**config.mk**
```make
export PLATFORM = sky130hd
export DESIGN_NAME = pwm_fade_ctrl
export DESIGN_NICKNAME = d
export VERILOG_FILES = /design/src/rtl/pwm_fade_ctrl.sv
export SDC_FILE = /design/constraint.sdc
export NUM_CORES = 1
export LEC_CHECK = 0
export BUFFER_PORTS_ARGS = -buffer_cell sky130_fd_sc_hd__buf_2
export CAP_MARGIN = 40
export CORE_MARGIN = 1.5
export CORE_UTILIZATION = 35
export CTS_BUF_LIST = sky130_fd_sc_hd__clkbuf_2 sky130_fd_sc_hd__clkbuf_4 sky130_fd_sc_hd__clkbuf_8
export DETAILED_ROUTE_END_ITERATION = 7
export GPL_ROUTABILITY_DRIVEN = 1
export HOLD_SLACK_MARGIN = 0.03
export PLACE_DENSITY = 0.55
export SETUP_SLACK_MARGIN = 0.2
export SLEW_MARGIN = 0
export SYNTH_ARGS = -nofsm -noshare
export SYNTH_HDL_FRONTEND = slang
export SYNTH_SLANG_ARGS = --single-unit
```
**constraint.sdc**
```tcl
create_clock -name CLK -period 7.17 [get_ports CLK]
set_input_delay 0.3585 -clock CLK [delete_from_list [all_inputs] [get_ports CLK]]
set_output_delay 0.3585 -clock CLK [all_outputs]
set_load 0.05 [all_outputs]
```
**src/rtl/pwm_fade_ctrl.sv**
```systemverilog
// pwm_fade_ctrl -- four-channel duty fader that feeds a pwm_core.
//
// Each channel holds a latched target, step and interval. While it is fading,
// every INTERVAL pwm periods (counted on PWM_PERIOD_END[n]) it raises a pending
// request. One shared update unit, granted round-robin, moves the channel duty
// one step toward its target. It never overshoots the target and never wraps.
//
// Ports
//   CLK, RST_N          clock (rising edge), asynchronous active-low reset
//   PWM_PERIOD_END[3:0] per-channel period-wrap pulse from pwm_core
//   CMD_VALID/CMD_READY fade command handshake; CMD_READY = !FADE_BUSY[CMD_CH]
//   CMD_CH              channel addressed by the command
//   CMD_TARGET          final duty
//   CMD_STEP            duty increment per update (0 = jump straight to target)
//   CMD_INTERVAL        pwm periods between updates (0 behaves as 1)
//   FADE_ABORT[3:0]     per-channel abort pulse
//   PWM_DUTY0..3        registered duty outputs
//   FADE_BUSY[3:0]      channel is fading
//   FADE_DONE[3:0]      one-cycle pulse when a fade reaches its target
module pwm_fade_ctrl #(
  parameter int P_DUTY_W = 16,
  parameter int P_CNT_W  = 8
) (
  input  logic                CLK,
  input  logic                RST_N,
  input  logic [3:0]          PWM_PERIOD_END,
  input  logic                CMD_VALID,
  output logic                CMD_READY,
  input  logic [1:0]          CMD_CH,
  input  logic [P_DUTY_W-1:0] CMD_TARGET,
  input  logic [P_CNT_W-1:0]  CMD_STEP,
  input  logic [P_CNT_W-1:0]  CMD_INTERVAL,
  input  logic [3:0]          FADE_ABORT,
  output logic [P_DUTY_W-1:0] PWM_DUTY0,
  output logic [P_DUTY_W-1:0] PWM_DUTY1,
  output logic [P_DUTY_W-1:0] PWM_DUTY2,
  output logic [P_DUTY_W-1:0] PWM_DUTY3,
  output logic [3:0]          FADE_BUSY,
  output logic [3:0]          FADE_DONE
);

  localparam logic [0:0] ST_IDLE   = 1'b0;
  localparam logic [0:0] ST_FADING = 1'b1;

  localparam logic [P_CNT_W-1:0] INTV_MIN = 1;
  localparam logic [P_CNT_W:0]   CNT_ONE  = 1;

  // Result of one update: {finished, new_duty}. The distance to the target is
  // taken in P_DUTY_W+1-bit signed arithmetic, so a step that would pass the
  // target is turned into a final jump onto it.
  // The step is zero-extended into the duty width, so P_CNT_W <= P_DUTY_W.
  function automatic logic [P_DUTY_W:0] fade_step(
    input logic [P_DUTY_W-1:0] d,
    input logic [P_DUTY_W-1:0] t,
    input logic [P_CNT_W-1:0]  s
  );
    logic signed [P_DUTY_W:0] diff;
    logic signed [P_DUTY_W:0] mag;
    logic signed [P_DUTY_W:0] s_ext;
    diff  = $signed({1'b0, t}) - $signed({1'b0, d});
    mag   = (diff < 0) ? -diff : diff;
    s_ext = $signed({{(P_DUTY_W + 1 - P_CNT_W){1'b0}}, s});
    if ((s == '0) || (mag <= s_ext)) begin
      fade_step = {1'b1, t};
    end else if (diff > 0) begin
      fade_step = {1'b0, d + s_ext[P_DUTY_W-1:0]};
    end else begin
      fade_step = {1'b0, d - s_ext[P_DUTY_W-1:0]};
    end
  endfunction

  logic [0:0]          state_q [4];
  logic [0:0]          state_d [4];
  logic [P_DUTY_W-1:0] duty_q  [4];
  logic [P_DUTY_W-1:0] duty_d  [4];
  logic [P_DUTY_W-1:0] tgt_q   [4];
  logic [P_DUTY_W-1:0] tgt_d   [4];
  logic [P_CNT_W-1:0]  step_q  [4];
  logic [P_CNT_W-1:0]  step_d  [4];
  logic [P_CNT_W-1:0]  intv_q  [4];
  logic [P_CNT_W-1:0]  intv_d  [4];
  logic [P_CNT_W-1:0]  cnt_q   [4];
  logic [P_CNT_W-1:0]  cnt_d   [4];
  logic [3:0]          pend_q;
  logic [3:0]          pend_d;
  logic [3:0]          done_q;
  logic [3:0]          done_d;
  // Channel holding highest arbitration priority (one past the last grant).
  logic [1:0]          ptr_q;
  logic [1:0]          ptr_d;

  logic [3:0]          busy;
  logic [3:0]          req;
  logic                gnt_vld;
  logic [1:0]          gnt_idx;
  logic                cmd_acc;

  always_comb begin
    for (int n = 0; n < 4; n++) begin
      busy[n] = (state_q[n] == ST_FADING);
    end
  end

  assign CMD_READY = !busy[CMD_CH];
  assign cmd_acc   = CMD_VALID && CMD_READY;
  // An aborting channel drops out of arbitration so the slot can go elsewhere.
  assign req       = pend_q & ~FADE_ABORT;

  // Round-robin arbiter: scan from ptr_q upward, first requester wins.
  always_comb begin
    logic [1:0] idx;
    gnt_vld = 1'b0;
    gnt_idx = '0;
    idx     = '0;
    for (int i = 0; i < 4; i++) begin
      idx = ptr_q + 2'(i);
      if (!gnt_vld && req[idx]) begin
        gnt_vld = 1'b1;
        gnt_idx = idx;
      end
    end
    ptr_d = gnt_vld ? (gnt_idx + 2'd1) : ptr_q;
  end

  always_comb begin
    logic              evt;
    logic [P_CNT_W:0]  cnt_inc;
    logic [P_DUTY_W:0] res;
    evt     = 1'b0;
    cnt_inc = '0;
    res     = '0;
    pend_d  = pend_q;
    done_d  = '0;
    for (int n = 0; n < 4; n++) begin
      state_d[n] = state_q[n];
      duty_d[n]  = duty_q[n];
      tgt_d[n]   = tgt_q[n];
      step_d[n]  = step_q[n];
      intv_d[n]  = intv_q[n];
      cnt_d[n]   = cnt_q[n];
      evt        = 1'b0;
      cnt_inc    = {1'b0, cnt_q[n]} + CNT_ONE;
      res        = fade_step(duty_q[n], tgt_q[n], step_q[n]);

      if (state_q[n] == ST_FADING) begin
        if (PWM_PERIOD_END[n]) begin
          if (cnt_inc == {1'b0, intv_q[n]}) begin
            cnt_d[n] = '0;
            evt      = 1'b1;
          end else begin
            cnt_d[n] = cnt_inc[P_CNT_W-1:0];
          end
        end
        // A second event before service simply leaves the flag set.
        pend_d[n] = pend_q[n] | evt;

        if (gnt_vld && (gnt_idx == 2'(n))) begin
          duty_d[n] = res[P_DUTY_W-1:0];
          pend_d[n] = evt;
          if (res[P_DUTY_W]) begin
            state_d[n] = ST_IDLE;
            done_d[n]  = 1'b1;
            pend_d[n]  = 1'b0;
            cnt_d[n]   = '0;
          end
        end

        if (FADE_ABORT[n]) begin
          state_d[n] = ST_IDLE;
          duty_d[n]  = duty_q[n];
          done_d[n]  = 1'b0;
          pend_d[n]  = 1'b0;
          cnt_d[n]   = '0;
        end
      end else if (cmd_acc && (CMD_CH == 2'(n)) && !FADE_ABORT[n]) begin
        state_d[n] = ST_FADING;
        tgt_d[n]   = CMD_TARGET;
        step_d[n]  = CMD_STEP;
        intv_d[n]  = (CMD_INTERVAL == '0) ? INTV_MIN : CMD_INTERVAL;
        cnt_d[n]   = '0;
        pend_d[n]  = 1'b0;
      end
    end
  end

  always_ff @(posedge CLK or negedge RST_N) begin
    if (!RST_N) begin
      for (int n = 0; n < 4; n++) begin
        state_q[n] <= ST_IDLE;
        duty_q[n]  <= '0;
        tgt_q[n]   <= '0;
        step_q[n]  <= '0;
        intv_q[n]  <= '0;
        cnt_q[n]   <= '0;
      end
      pend_q <= '0;
      done_q <= '0;
      ptr_q  <= '0;
    end else begin
      for (int n = 0; n < 4; n++) begin
        state_q[n] <= state_d[n];
        duty_q[n]  <= duty_d[n];
        tgt_q[n]   <= tgt_d[n];
        step_q[n]  <= step_d[n];
        intv_q[n]  <= intv_d[n];
        cnt_q[n]   <= cnt_d[n];
      end
      pend_q <= pend_d;
      done_q <= done_d;
      ptr_q  <= ptr_d;
    end
  end

  assign PWM_DUTY0 = duty_q[0];
  assign PWM_DUTY1 = duty_q[1];
  assign PWM_DUTY2 = duty_q[2];
  assign PWM_DUTY3 = duty_q[3];
  assign FADE_BUSY = busy;
  assign FADE_DONE = done_q;

endmodule

```
## Word-level counts from Yosys, hierarchy flattened

Index checks and enable logic that the tools add are counted.

| word-level totals | value |
|---|---|
| register bits after elaboration | 238 |
| input port bits | 45 |
| output and inout bits | 73 |
| logic and storage cells | 269 |

| operators by class | value |
|---|---|
| $add $sub $neg | 24 |
| order comparisons | 17 |
| eq/ne operators | 10 |
| multiplexer cells | 127 |
| bitwise operators | 14 |
| reductions and logical operators | 47 |

Operators by type and width:

| cell | number |
|---|---|
| $mux W8 | 29 |
| $mux W17 | 8 |
| $mux W1 | 77 |
| $gt A17 B1 Y1 const B | 4 |
| $le A17 B9 Y1 | 4 |
| $lt A17 B1 Y1 const B | 4 |
| $neg A17 Y17 | 4 |
| $sub A16 B16 Y17 | 4 |
| $add A16 B8 Y16 | 4 |
| $mux W16 | 4 |
| $sub A16 B8 Y16 | 4 |
| $logic_not A8 Y1 | 5 |
| $add A8 B1 Y9 const B | 4 |
| $eq A9 B8 Y1 | 4 |
| $logic_and A1 B1 Y1 | 16 |
| $lt A2 B3 Y1 const B | 5 |
| $reduce_and A3 Y1 | 4 |
| $bmux W1 S2 | 5 |
| $eq A2 B2 Y1 const B | 4 |
| $logic_not A1 Y1 | 8 |
| $mux W2 | 4 |
| $not A1 Y1 | 8 |
| $reduce_and A2 Y1 | 4 |
| $reduce_bool A2 Y1 | 4 |
| other kinds (8) | 18 |

## Logic depth before layout (Yosys ltp)

Gate-level depths: netlist of the first run.

| depth | value |
|---|---|
| word-level depth | 19 |
| gate-level depth with buffers | 29 |
| mapped depth without buffers | 29 |

## Worst setup path before layout of the first run

No wires, ideal clock.

| timing path | value |
|---|---|
| path kind | reg2reg |
| start | register duty_q, in the netlist PWM_DUTY0[0] |
| end | register duty_q, in the netlist PWM_DUTY0[15] |
| setup time | 0.070 ns |
| arrival | 6.389 ns |
| required time | 7.100 ns |
| setup slack | 0.711 ns |
| cell stages (with the launch flop) | 27 |
| buffers on the path | 1 |
| period minus slack after synthesis | 6.459 ns |
| cell sequence | dfrtp_1 > ha_1 > fa_1 > nand2b_1 > a211o_1 > a31o_1 > a2111oi_2 > nand4b_1 > nor3_1 > nand3_1 > nor2_1 > nor2_1 > clkbuf_1 > a21oi_1 > ha_1 > a21o_1 > a21o_1 > a21o_1 > a31o_2 > nand4_1 > a31o_2 > o21ai_0 > a21o_1 > a21oi_1 > xnor2_1 > or4b_2 > nand3_1 |

| between the ends | value |
|---|---|
| cells in the longest elaborated chain, start to end | 6 |
| elaborated cells between the ends (all ways) | 11 |

Ends and longest elaborated chain:

| what | line | text |
|---|---|---|
| start: declaration | 74 | `logic [P_DUTY_W-1:0] duty_q [4];` |
| start signal: indexed assignment | 202 | `duty_q[n] <= duty_d[n];` |
| $sub A16 B16 Y17 | 60 | `diff = $signed({1'b0, t}) - $signed({1'b0, d});` |
| $neg A17 Y17 / $lt A17 B1 Y1 (equally long branches) | 61 | `mag = (diff < 0) ? -diff : diff;` |
| $mux W17 | 61 |  |
| $le A17 B9 Y1 | 63 | `if ((s == '0) \|\| (mag <= s_ext)) begin` |
| $logic_or A1 B1 Y1 | 63 |  |
| $mux W17 (*) | 63 |  |

Every way passes the cells marked *; elsewhere a longest branch is shown, timed or not.
A chain may end at the register's enable or synchronous reset.

## Final worst setup path of the first run

Ends and elaborated chain as after synthesis.

==> impl_metrics.env, run 1 <==
export IMPL_outcome="complete, no violations"
export IMPL_worstSetupPathType="reg2reg"
export IMPL_drt_initial_drc_count=983
export IMPL_cts_max_path_buffers=3
export IMPL_fin_util=0.405
export IMPL_synthArstFlopShare=1.00
export IMPL_rsz0062_at_grt="no"
export IMPL_wl_per_cell_um=18.0
export IMPL_power_mw=7.14
export IMPL_n_antenna_cell=0
export IMPL_whs_ps=76.5
export IMPL_grt_start_max_net_pins=127
export IMPL_die_h_um=241
export IMPL_firstDrtPassIters=5
export IMPL_grt_pass1_wl_um=92400
export IMPL_critPathMaxFanout=6
export IMPL_final_antenna_net_count=0
export IMPL_multi_input_area_um2=13000
export IMPL_crit_arrival_ps=7100
export IMPL_cp_top_family="compound AO/OA/AOI/OAI gates"
export IMPL_cp_end_kind="register"
export IMPL_synthDistinctLibCells=92
export IMPL_final_cell_area_um2=22500
export IMPL_timing_final_crit_share=0.913
export IMPL_ys_seq_area_frac=0.302
export IMPL_fin_cells=3221
export IMPL_synth_main_ff_cell="dfrtp_1"
export IMPL_routabilityCongestion=0.891
export IMPL_seq_power_share=0.246
export IMPL_worst_pin_slew_ps=908
export IMPL_required_ps=7720
export IMPL_fp_row_count=86
export IMPL_hold_viol_final=0
export IMPL_wl_met3_um=3290
export IMPL_crit_top_cell="a21o_1"
export IMPL_wl_met2_um=25500
export IMPL_regArea_um2=5960
export IMPL_r2r_cells=26
export IMPL_relSlewSlack=0.395
export IMPL_syn_area_per_cell_um2=8.58
export IMPL_period_minus_slack_ps=6550
export IMPL_place_ws_ps=583
export IMPL_cts_root_buf="clkbuf_8"
export IMPL_drv_cap=0
export IMPL_p_int_mw=4.10
export IMPL_setup_violations=0
export IMPL_ys_warn_count=0
export IMPL_drt_total_wl_um=58000
export IMPL_die_area_um2=57800
export IMPL_post_dp_cell_area_um2=21300
export IMPL_setup_slack_ps=621
export IMPL_nets=2668
export IMPL_synthesis_area_um2=19700
export IMPL_drv_slew=0
export IMPL_p_clk_frac=0.228
export IMPL_combinationalPowerShare=0.525
export IMPL_cp_start_kind="register"
export IMPL_hpwl_um=44500
export IMPL_via_per_inst=5.43
export IMPL_dp_cells=3128
export IMPL_initial_utilization=0.356
export IMPL_grt_overflow_total=0
export IMPL_h_tree_depth=2
export IMPL_top_layer="met4"
export IMPL_grt_usage=0.201
export IMPL_synth_nets=2531
export IMPL_cts_sinks=238
export IMPL_clock_skew_final_ps=36.8
export IMPL_grt_antenna_before_repair=2
export IMPL_vias=17482
export IMPL_drive_gt1_frac=0.152
export IMPL_cts_tree="done"
export IMPL_cp_depth=26
export IMPL_num_io_pins=118
export IMPL_insertion_delay_ps=640
export IMPL_syn_inst=2302
export IMPL_die_x_um=241
export IMPL_core_area_um2=55400
export IMPL_port_buffers=117
export IMPL_fmax_mhz=153
export IMPL_powerDensity_nw_per_um2=318
export IMPL_slowest_delay_ps=640
export IMPL_hold_class="in2reg"
export IMPL_hold_depth=3
export IMPL_cellLeakagePower_nw=10.1
export IMPL_vdd_drop_max_mv=0.158
export IMPL_drt_met1_wl_um=27600
export IMPL_setup_tns_ps=0
export IMPL_p_sw_frac=0.425
export IMPL_grt_pass1_vias=16979
export IMPL_cts_made_buffers=50
export IMPL_fill_cells=5583
export IMPL_syn2layout_area_growth_pct=13.7
export IMPL_ys_seq_elements=238
export IMPL_crit_slowest_cell="or4b_2"
export IMPL_synth_edf_count=0
export IMPL_drc=0
export IMPL_path_clk_slew_ps=60
export IMPL_netSwitchingPower_mw=3.03
export IMPL_crit_buf_inv=1
## cell families (layout without fill, tap and decap cells)
kind of cell             count (synthesis)  after routing  synth area share
AO/OA/AOI/OAI                          639            639             0.210
XOR/XNOR                               170            170            0.0754
adder cells (fa/ha/maj)                184            184             0.120
buffers and inverters                  218            389            0.0427
flip-flops                             238            238             0.302
multiplexers                           137            137            0.0757
AND/OR/NAND/NOR                        716            716             0.175
## registers in the layout, summed over array words and instances (netlist names)
register,cells
PWM_DUTY1,16
PWM_DUTY0,16
PWM_DUTY2,16
FADE_BUSY,4
pend_q,4
tgt_q,64
step_q,32
PWM_DUTY3,16
cnt_q,32
intv_q,32
FADE_DONE,4
ptr_q,2
## final cells by class
cell class                 count  area share
clock inverter                13     0.00691
clock buffer                  73      0.0422
tap                          748      0.0417
timing repair buffer         146      0.0387
multi-input combinational   1846       0.579
sequential                   238       0.265
inverter                     157      0.0262
## synth_stat cells (all sizes together), types with 34 or more instances
library cell / count / area, um^2
mux2: 89 / 1000
xor2: 63 / 552
dfrtp: 238 / 5960
nor2: 166 / 643
o21a: 34 / 255
inv: 157 / 589
nor2b: 38 / 238
ha: 176 / 2200
nand3: 49 / 245
a21oi: 150 / 754
mux2i: 47 / 470
xnor2: 107 / 937
nand2: 235 / 882
clkbuf: 51 / 191
nor3: 52 / 265
a21o: 47 / 353
o21ai: 201 / 1010
## worst min-delay path, cell delays in order
cell	delay, ps
buf_2	170
nand2_1	70
o21ai_0	70
## layer usage
layer | up-vias | track usage
li1 | 8560 | -
met1 | 8387 | 0.278
met2 | 443 | 0.316
met3 | 92 | 0.0393
met4 | 0 | 0.0621
met5 | - | 0
## repair_timing
| item | CTS | global route |
|---|---|---|
| buffers inserted | 0 | 1 |
| gates resized for setup | 0 | 5 |
| endpoints found under the hold margin | 122 | 0 |
| hold buffers | 5 | 0 |
| setup endpoints to repair | 0 | 4 |
## final timing paths
path	start	end	slack (ps)
worst max-delay path	PWM_DUTY0[0]$_DFFE_PN0P_	PWM_DUTY0[15]$_DFFE_PN0P_	620
worst min register to register	pend_q[0]$_DFFE_PN0P_	pend_q[0]$_DFFE_PN0P_	490
worst max register to register	PWM_DUTY0[0]$_DFFE_PN0P_	PWM_DUTY0[15]$_DFFE_PN0P_	620
worst min-delay path	CMD_STEP[6]	step_q[6]$_DFFE_PN0P_	80
min in group asynchronous	RST_N	cnt_q[11]$_DFFE_PN0P_	370
max in group asynchronous	RST_N	tgt_q[47]$_DFFE_PN0P_	5470
## layout by cell type (no fill, tap or decap), types with 24 or more instances in the layout
cell,count
o21a_1,34
nand2_1,235
clkbuf_8,64
a21o_1,47
xnor2_1,106
a21oi_1,149
xor2_1,63
mux2i_1,47
inv_1,157
nand4_1,26
nand3_1,49
dfrtp_1,238
o21ai_0,185
mux2_2,89
nor2_1,161
nor3_1,50
ha_1,176
nor2b_1,38
buf_2,117
nand2b_1,24
## power groups by stage
stage | Combinational (mW) | Sequential (mW) | Clock [mW]
2_1_floorplan | 2.88 | 1.72 | 0
3_3_place_gp | 3.61 | 1.78 | 0
3_5_place_dp | 3.69 | 1.78 | 0
4_1_cts | 3.72 | 1.76 | 1.68
5_1_grt | 4.20 | 1.78 | 1.73
6_report | 3.75 | 1.76 | 1.63
Power figures use the tool's default switching activity.
==> run 2: changes to the inputs <==
Settings changed: ABC_AREA set to 1.
==> run 2 against run 1 <==
  * Utilization is 0.82 points lower
  * Sequential share of layout area is 2.7 points lower
  * Clock skew is 6.9 ps lower
  * Die area is 13% higher
  * Global-route usage is 1.1 points higher
  * Synthesized cell count is 51% higher
  * Count of clock-buffer cells in the layout is 2 lower
  * Design area is 12% higher
  * Critical endpoint is now PWM_DUTY2[13]$_DFFE_PN0P_
  * Highest routed layer unchanged
==> impl_metrics.env, run 2 <==
export IMPL_grt_antenna_before_repair=0
export IMPL_hpwl_um=52900
export IMPL_routabilityCongestion=0.900
export IMPL_n_antenna_cell=0
export IMPL_drc=0
export IMPL_fp_row_count=92
export IMPL_cp_start_kind="register"
export IMPL_final_antenna_net_count=0
export IMPL_layout_common_cells="nand2_1, inv_1, nand3_1"
export IMPL_drt_total_wl_um=69500
export IMPL_syn_area_per_cell_um2=6.44
export IMPL_core_area_um2=63100
export IMPL_ys_seq_area_frac=0.267
export IMPL_synthArstFlopShare=1.00
export IMPL_fmax_mhz=195
export IMPL_h_tree_depth=2
export IMPL_ys_seq_elements=238
export IMPL_cts_root_buf="clkbuf_8"
export IMPL_timing_final_crit_share=0.714
export IMPL_drive_gt1_frac=0.0927
export IMPL_clock_skew_final_ps=30.0
export IMPL_busiest_layer="met2"
export IMPL_cts_max_path_buffers=3
export IMPL_grt_overflow_total=0
export IMPL_worstSetupPathType="reg2reg"
export IMPL_cp_end_kind="register"
export IMPL_die_x_um=256
export IMPL_grt_start_max_net_pins=145
export IMPL_combinationalPowerShare=0.716
export IMPL_final_cell_area_um2=25000
export IMPL_port_buffers=117
export IMPL_crit_top_cell="nand2_1"
export IMPL_cellLeakagePower_nw=13.7
export IMPL_wl_per_cell_um=15.5
export IMPL_powerDensity_nw_per_um2=522
export IMPL_grt_usage=0.212
export IMPL_synth_top_cells_by_count="nand2_1, inv_1, nand3_1"
export IMPL_grt_pass1_wl_um=112000
export IMPL_cts_made_buffers=49
export IMPL_path_clk_slew_ps=60
export IMPL_vdd_drop_max_mv=0.172
export IMPL_setup_tns_ps=0
export IMPL_relSlewSlack=0.408
export IMPL_hold_class="in2reg"
export IMPL_syn_inst=3470
export IMPL_grt_pass1_vias=20882
export IMPL_yosys_cell_count_top_type="nand2_1"
export IMPL_synth_nets=3699
export IMPL_synthDistinctLibCells=55
export IMPL_synthesis_area_um2=22300
export IMPL_seq_power_share=0.156
export IMPL_regArea_um2=5960
export IMPL_met3_usage=0.0280
export IMPL_crit_slowest_cell="o21ai_0"
export IMPL_cts_tree="done"
export IMPL_required_ps=7700
export IMPL_synth_main_ff_cell="dfrtp_1"
export IMPL_num_io_pins=118
export IMPL_ys_warn_count=0
export IMPL_firstDrtPassIters=6
export IMPL_via_per_inst=4.84
export IMPL_netSwitchingPower_mw=7.15
export IMPL_regMostFlops="tgt_q"
export IMPL_p_int_mw=5.92
export IMPL_nets=3827
export IMPL_cts_sinks=238
export IMPL_synth_edf_count=0
export IMPL_postCtsSetupBuffers=0
export IMPL_drt_initial_drc_count=1222
export IMPL_post_dp_cell_area_um2=23800
export IMPL_critPathMaxFanout=8
export IMPL_outcome="complete, no violations"
export IMPL_die_area_um2=65400
export IMPL_fill_cells=6934
export IMPL_die_h_um=256
export IMPL_synth_area_leader_cell="dfrtp_1"
export IMPL_period_minus_slack_ps=5120
export IMPL_vias=21689
export IMPL_slowest_delay_ps=430
export IMPL_mostFrequentLayoutCell="nand2_1"
export IMPL_cts_resized=0
export IMPL_syn2layout_area_growth_pct=12.1
export IMPL_synth_area_top_cells="dfrtp_1, nand2_1, ha_1, inv_1, nand3_1"
export IMPL_multi_input_area_um2=14000
export IMPL_worst_pin_slew_ps=888
export IMPL_hold_viol_final=0
export IMPL_largest_reg_flops=64
export IMPL_crit_arrival_ps=5650
export IMPL_drv_cap=0
export IMPL_met2_usage=0.355
export IMPL_p_clk_frac=0.128
export IMPL_yosysTopAreaCellShare=0.267
export IMPL_p_sw_frac=0.547
export IMPL_initial_utilization=0.354
export IMPL_rsz0062_at_grt="no"
export IMPL_gr_usage_met1=0.282
export IMPL_setup_violations=0
export IMPL_drv_slew=0
export IMPL_insertion_delay_ps=650
## run 2: through the flow
step / power [mW] / worst slack, ps / cells / util / hold slack [ps]
6_report: 13.1 / 2050 / 4480 / 0.397 / 73.2
5_1_grt: 14.6 / 1450 / 4480 / 0.397 / 51.8
4_1_cts: 13.1 / 2030 / 4480 / 0.397 / 31.2
3_5_place_dp: 11.4 / 2060 / 4377 / 0.377 / 446
3_3_place_gp: 11.4 / 2210 / 4376 / 0.377 / 449
2_1_floorplan: 9.33 / 2570 / 3470 / - / 62.9
## run 2: logic make-up (layout without fill, tap and decap cells)
family | count (synthesis) | in the layout | share of synthesized area
AO/OA/AOI/OAI | 389 | 389 | 0.0960
XOR/XNOR | 133 | 133 | 0.0521
adder cells (fa/ha/maj) | 184 | 184 | 0.106
buffers and inverters | 604 | 768 | 0.106
flip-flops | 238 | 238 | 0.267
AND/OR/NAND/NOR | 1922 | 1922 | 0.374
## run 2: area by class of cell
cell class                      count  share of cell area
Sequential cell                   238               0.238
Tap cell                          846              0.0423
Multi-Input combinational cell   2628               0.561
Clock inverter                     16             0.00779
Clock buffer                       71              0.0365
Timing Repair Buffer              144              0.0343
Inverter                          537              0.0805
## run 2: what timing repair did
| item | 4_1_cts | 5_1_grt |
|---|---|---|
| endpoints found under the setup margin | 0 | 0 |
| endpoints found under the hold margin | 120 | 0 |
| hold buffers | 16 | 0 |
## run 2: layer usage
layer	vias to the layer above	part of all wire
li1	11341	-
met1	9818	0.47
met2	419	0.46
met3	111	0.039
met4	0	0.030
met5	-	0
## run 2: critical path, delay by kind of cell, from the launching register on
kind | cells | cell delay [ps]
buffers and inverters | 3 | 320
AO/OA/AOI/OAI | 5 | 1220
adder cells (fa/ha/maj) | 3 | 1000
AND/OR/NAND/NOR | 18 | 1790
flip-flops | 1 | 410
XOR/XNOR | 2 | 250
## run 2: final timing paths
kind,to,cells after the start,slack (ps),from
setup reg to reg,PWM_DUTY2[13]$_DFFE_PN0P_,31,2050,PWM_DUTY2[0]$_DFFE_PN0P_
max in group asynchronous,step_q[10]$_DFFE_PN0P_,3,5510,RST_N
hold / removal,intv_q[29]$_DFFE_PN0P_,3,70,CMD_INTERVAL[5]
min in group asynchronous,cnt_q[28]$_DFFE_PN0P_,2,290,RST_N
hold reg to reg,intv_q[8]$_DFFE_PN0P_,2,500,intv_q[8]$_DFFE_PN0P_
setup / recovery,PWM_DUTY2[13]$_DFFE_PN0P_,31,2050,PWM_DUTY2[0]$_DFFE_PN0P_
## run 2: power groups by stage
stage	registers (mW)	clock network [mW]	logic, mW
detailed placement	2.05	0	9.30
global placement	2.06	0	9.30
CTS	2.04	1.72	9.37
finish	2.04	1.67	9.36
floorplan	2.34	0	6.99
global route	2.08	1.78	10.7
==> run 3: changes to the inputs <==
Settings changed: ABC_AREA 1 to 0.
Clock period 7.17 ns to 5.1 ns, I/O delays scaled along.
==> run 3 against run 2 <==
  * The flow now finishes with violations (setup timing)
  * Critical endpoint is now PWM_DUTY1[11]$_DFFE_PN0P_
  * Register-to-register slack worse by 2600 ps
  * Critical path type unchanged
  * Die area down 12%
  * Combinational power down 12%
  * Largest cell class unchanged
==> impl_metrics.env, run 3 (same netlist as run 1, synthesis figures left out) <==
export IMPL_powerDensity_nw_per_um2=452
export IMPL_final_antenna_net_count=0
export IMPL_largest_reg_flops=64
export IMPL_num_io_pins=118
export IMPL_fin_cells=3762
export IMPL_outcome="finished, violations left"
export IMPL_setup_tns_ps=-13750
export IMPL_crit_top_cell="buf_4"
export IMPL_vias=19864
export IMPL_fmax_mhz=178
export IMPL_firstDrtPassIters=5
export IMPL_h_tree_depth=2
export IMPL_die_h_um=241
export IMPL_period_minus_slack_ps=5610
export IMPL_grt_start_max_net_pins=102
export IMPL_drt_total_wl_um=70100
export IMPL_post_dp_cell_area_um2=24500
export IMPL_cp_start_kind="register"
export IMPL_vdd_drop_max_mv=0.228
export IMPL_port_buffers=117
export IMPL_core_area_um2=55400
export IMPL_required_ps=5630
export IMPL_drc=0
export IMPL_path_clk_slew_ps=70
export IMPL_die_x_um=241
export IMPL_drive_gt1_frac=0.383
export IMPL_drv_cap=0
export IMPL_fp_row_count=86
export IMPL_cp_end_kind="register"
export IMPL_worstSetupPathType="reg2reg"
export IMPL_setup_violations=83
export IMPL_timing_final_crit_share=1.10
export IMPL_routabilityCongestion=0.903
export IMPL_rsz0062_at_grt="yes"
export IMPL_drv_slew=0
export IMPL_hold_depth=2
export IMPL_crit_arrival_ps=6140
export IMPL_relSlewSlack=0.395
export IMPL_cellLeakagePower_nw=13.1
export IMPL_cts_sinks=238
export IMPL_via_per_inst=5.28
export IMPL_slowest_delay_ps=400
export IMPL_syn2layout_area_growth_pct=44.6
export IMPL_grt_antenna_before_repair=9
export IMPL_hold_class="in2reg"
export IMPL_initial_utilization=0.356
export IMPL_hold_viol_final=0
export IMPL_r2r_cells=33
export IMPL_setup_slack_ps=-512
export IMPL_grt_usage=0.236
export IMPL_nets=3206
export IMPL_grt_pass1_vias=19886
export IMPL_layout_common_cells="buf_4, nand2_1, dfrtp_1"
export IMPL_regMostFlops="tgt_q"
export IMPL_place_ws_ps=-697
export IMPL_drt_initial_drc_count=1045
export IMPL_grt_pass1_wl_um=107000
export IMPL_cts_max_path_buffers=3
export IMPL_grt_overflow_total=0
export IMPL_crit_slowest_cell="dfrtp_1"
export IMPL_wl_per_cell_um=18.6
export IMPL_die_area_um2=57800
export IMPL_cts_root_buf="clkbuf_8"
export IMPL_dp_cells=3497
export IMPL_worst_pin_slew_ps=906
export IMPL_cts_tree="done"
export IMPL_hpwl_um=50400
export IMPL_violations="setup timing"
export IMPL_insertion_delay_ps=650
export IMPL_final_cell_area_um2=28500
export IMPL_mostFrequentLayoutCell="buf_4"
export IMPL_critPathMaxFanout=4
export IMPL_clock_skew_final_ps=28.0
export IMPL_cts_made_buffers=47
[run 3: changes by cell type in the layout (fill, tap and decap cells not counted), sizes merged, moves of 41 or more]
cell / before / now
nor2: 207 / 166
a21o: 6 / 47
mux2: 0 / 89
mux2i: 0 / 47
xnor2: 50 / 107
inv: 539 / 159
buf: 128 / 656
nand3: 366 / 49
nand2: 1217 / 235
[run 3: final cells by class]
type / instances / area (um^2)
Sequential cell: 238 / 5980
Tap cell: 748 / 936
Timing Repair Buffer: 687 / 5450
Multi-Input combinational cell: 1846 / 14500
Clock buffer: 74 / 912
Antenna cell: 1 / 2.50
Inverter: 157 / 594
Fill cell: 5165 / 26900
Clock inverter: 11 / 156
[run 3: worst paths after layout]
| check | start | end | slack, ps |
|---|---|---|---|
| max in group asynchronous | RST_N | PWM_DUTY0[8]$_DFFE_PN0P_ | 3710 |
| setup reg to reg | tgt_q[32]$_DFFE_PN0P_ | PWM_DUTY1[11]$_DFFE_PN0P_ | -510 |
| setup / recovery | tgt_q[32]$_DFFE_PN0P_ | PWM_DUTY1[11]$_DFFE_PN0P_ | -510 |
| min in group asynchronous | RST_N | cnt_q[12]$_DFFE_PN0P_ | 240 |
| hold reg to reg | pend_q[2]$_DFFE_PN0P_ | pend_q[2]$_DFFE_PN0P_ | 500 |
| hold / removal | CMD_TARGET[2] | tgt_q[2]$_DFFE_PN0P_ | 80 |
[run 3: per-layer routing]
metal | GRT usage | wire [um] | vias up
li1 | - | - | 9640
met1 | 0.322 | 32300 | 9682
met2 | 0.391 | 32900 | 459
met3 | 0.0336 | 3700 | 81
met4 | 0.0619 | 1220 | 2
met5 | 0 | 7 | -
[run 3: worst max-delay path: cells and delay by family, from the launching register on]
family | cells | cell delay [ps]
xor+xnor | 1 | 140
simple gates | 7 | 930
buf+inv | 9 | 1120
fa+ha+maj | 3 | 530
compound gates | 13 | 2400
flops | 1 | 400
[run 3: per-stage QoR]
step,utilization,hold slack (ps),total power [mW]
6_report,0.515,79.6,12.9
4_1_cts,0.495,48.9,12.3
3_3_place_gp,0.442,360,9.00
3_5_place_dp,0.442,358,9.17
2_1_floorplan,-,-40.6,6.68
5_1_grt,0.515,70.0,13.8
[run 3: repair_timing]
item,CTS,global route
hold endpoints to repair,184,0
gates cloned,4,4
setup buffers,90,52
hold buffers,27,0
pin swaps,137,110
setup endpoints to repair,107,107
resized for setup,226,153
[run 3: report_power, final]
part	switching, mW	total, mW	internal [mW]	leakage [nW]
Combinational	4.04	8.24	4.20	9.56
Clock	0.946	2.24	1.30	0.569
Sequential	0.254	2.42	2.16	2.99
Total	5.24	12.9	7.66	13.1
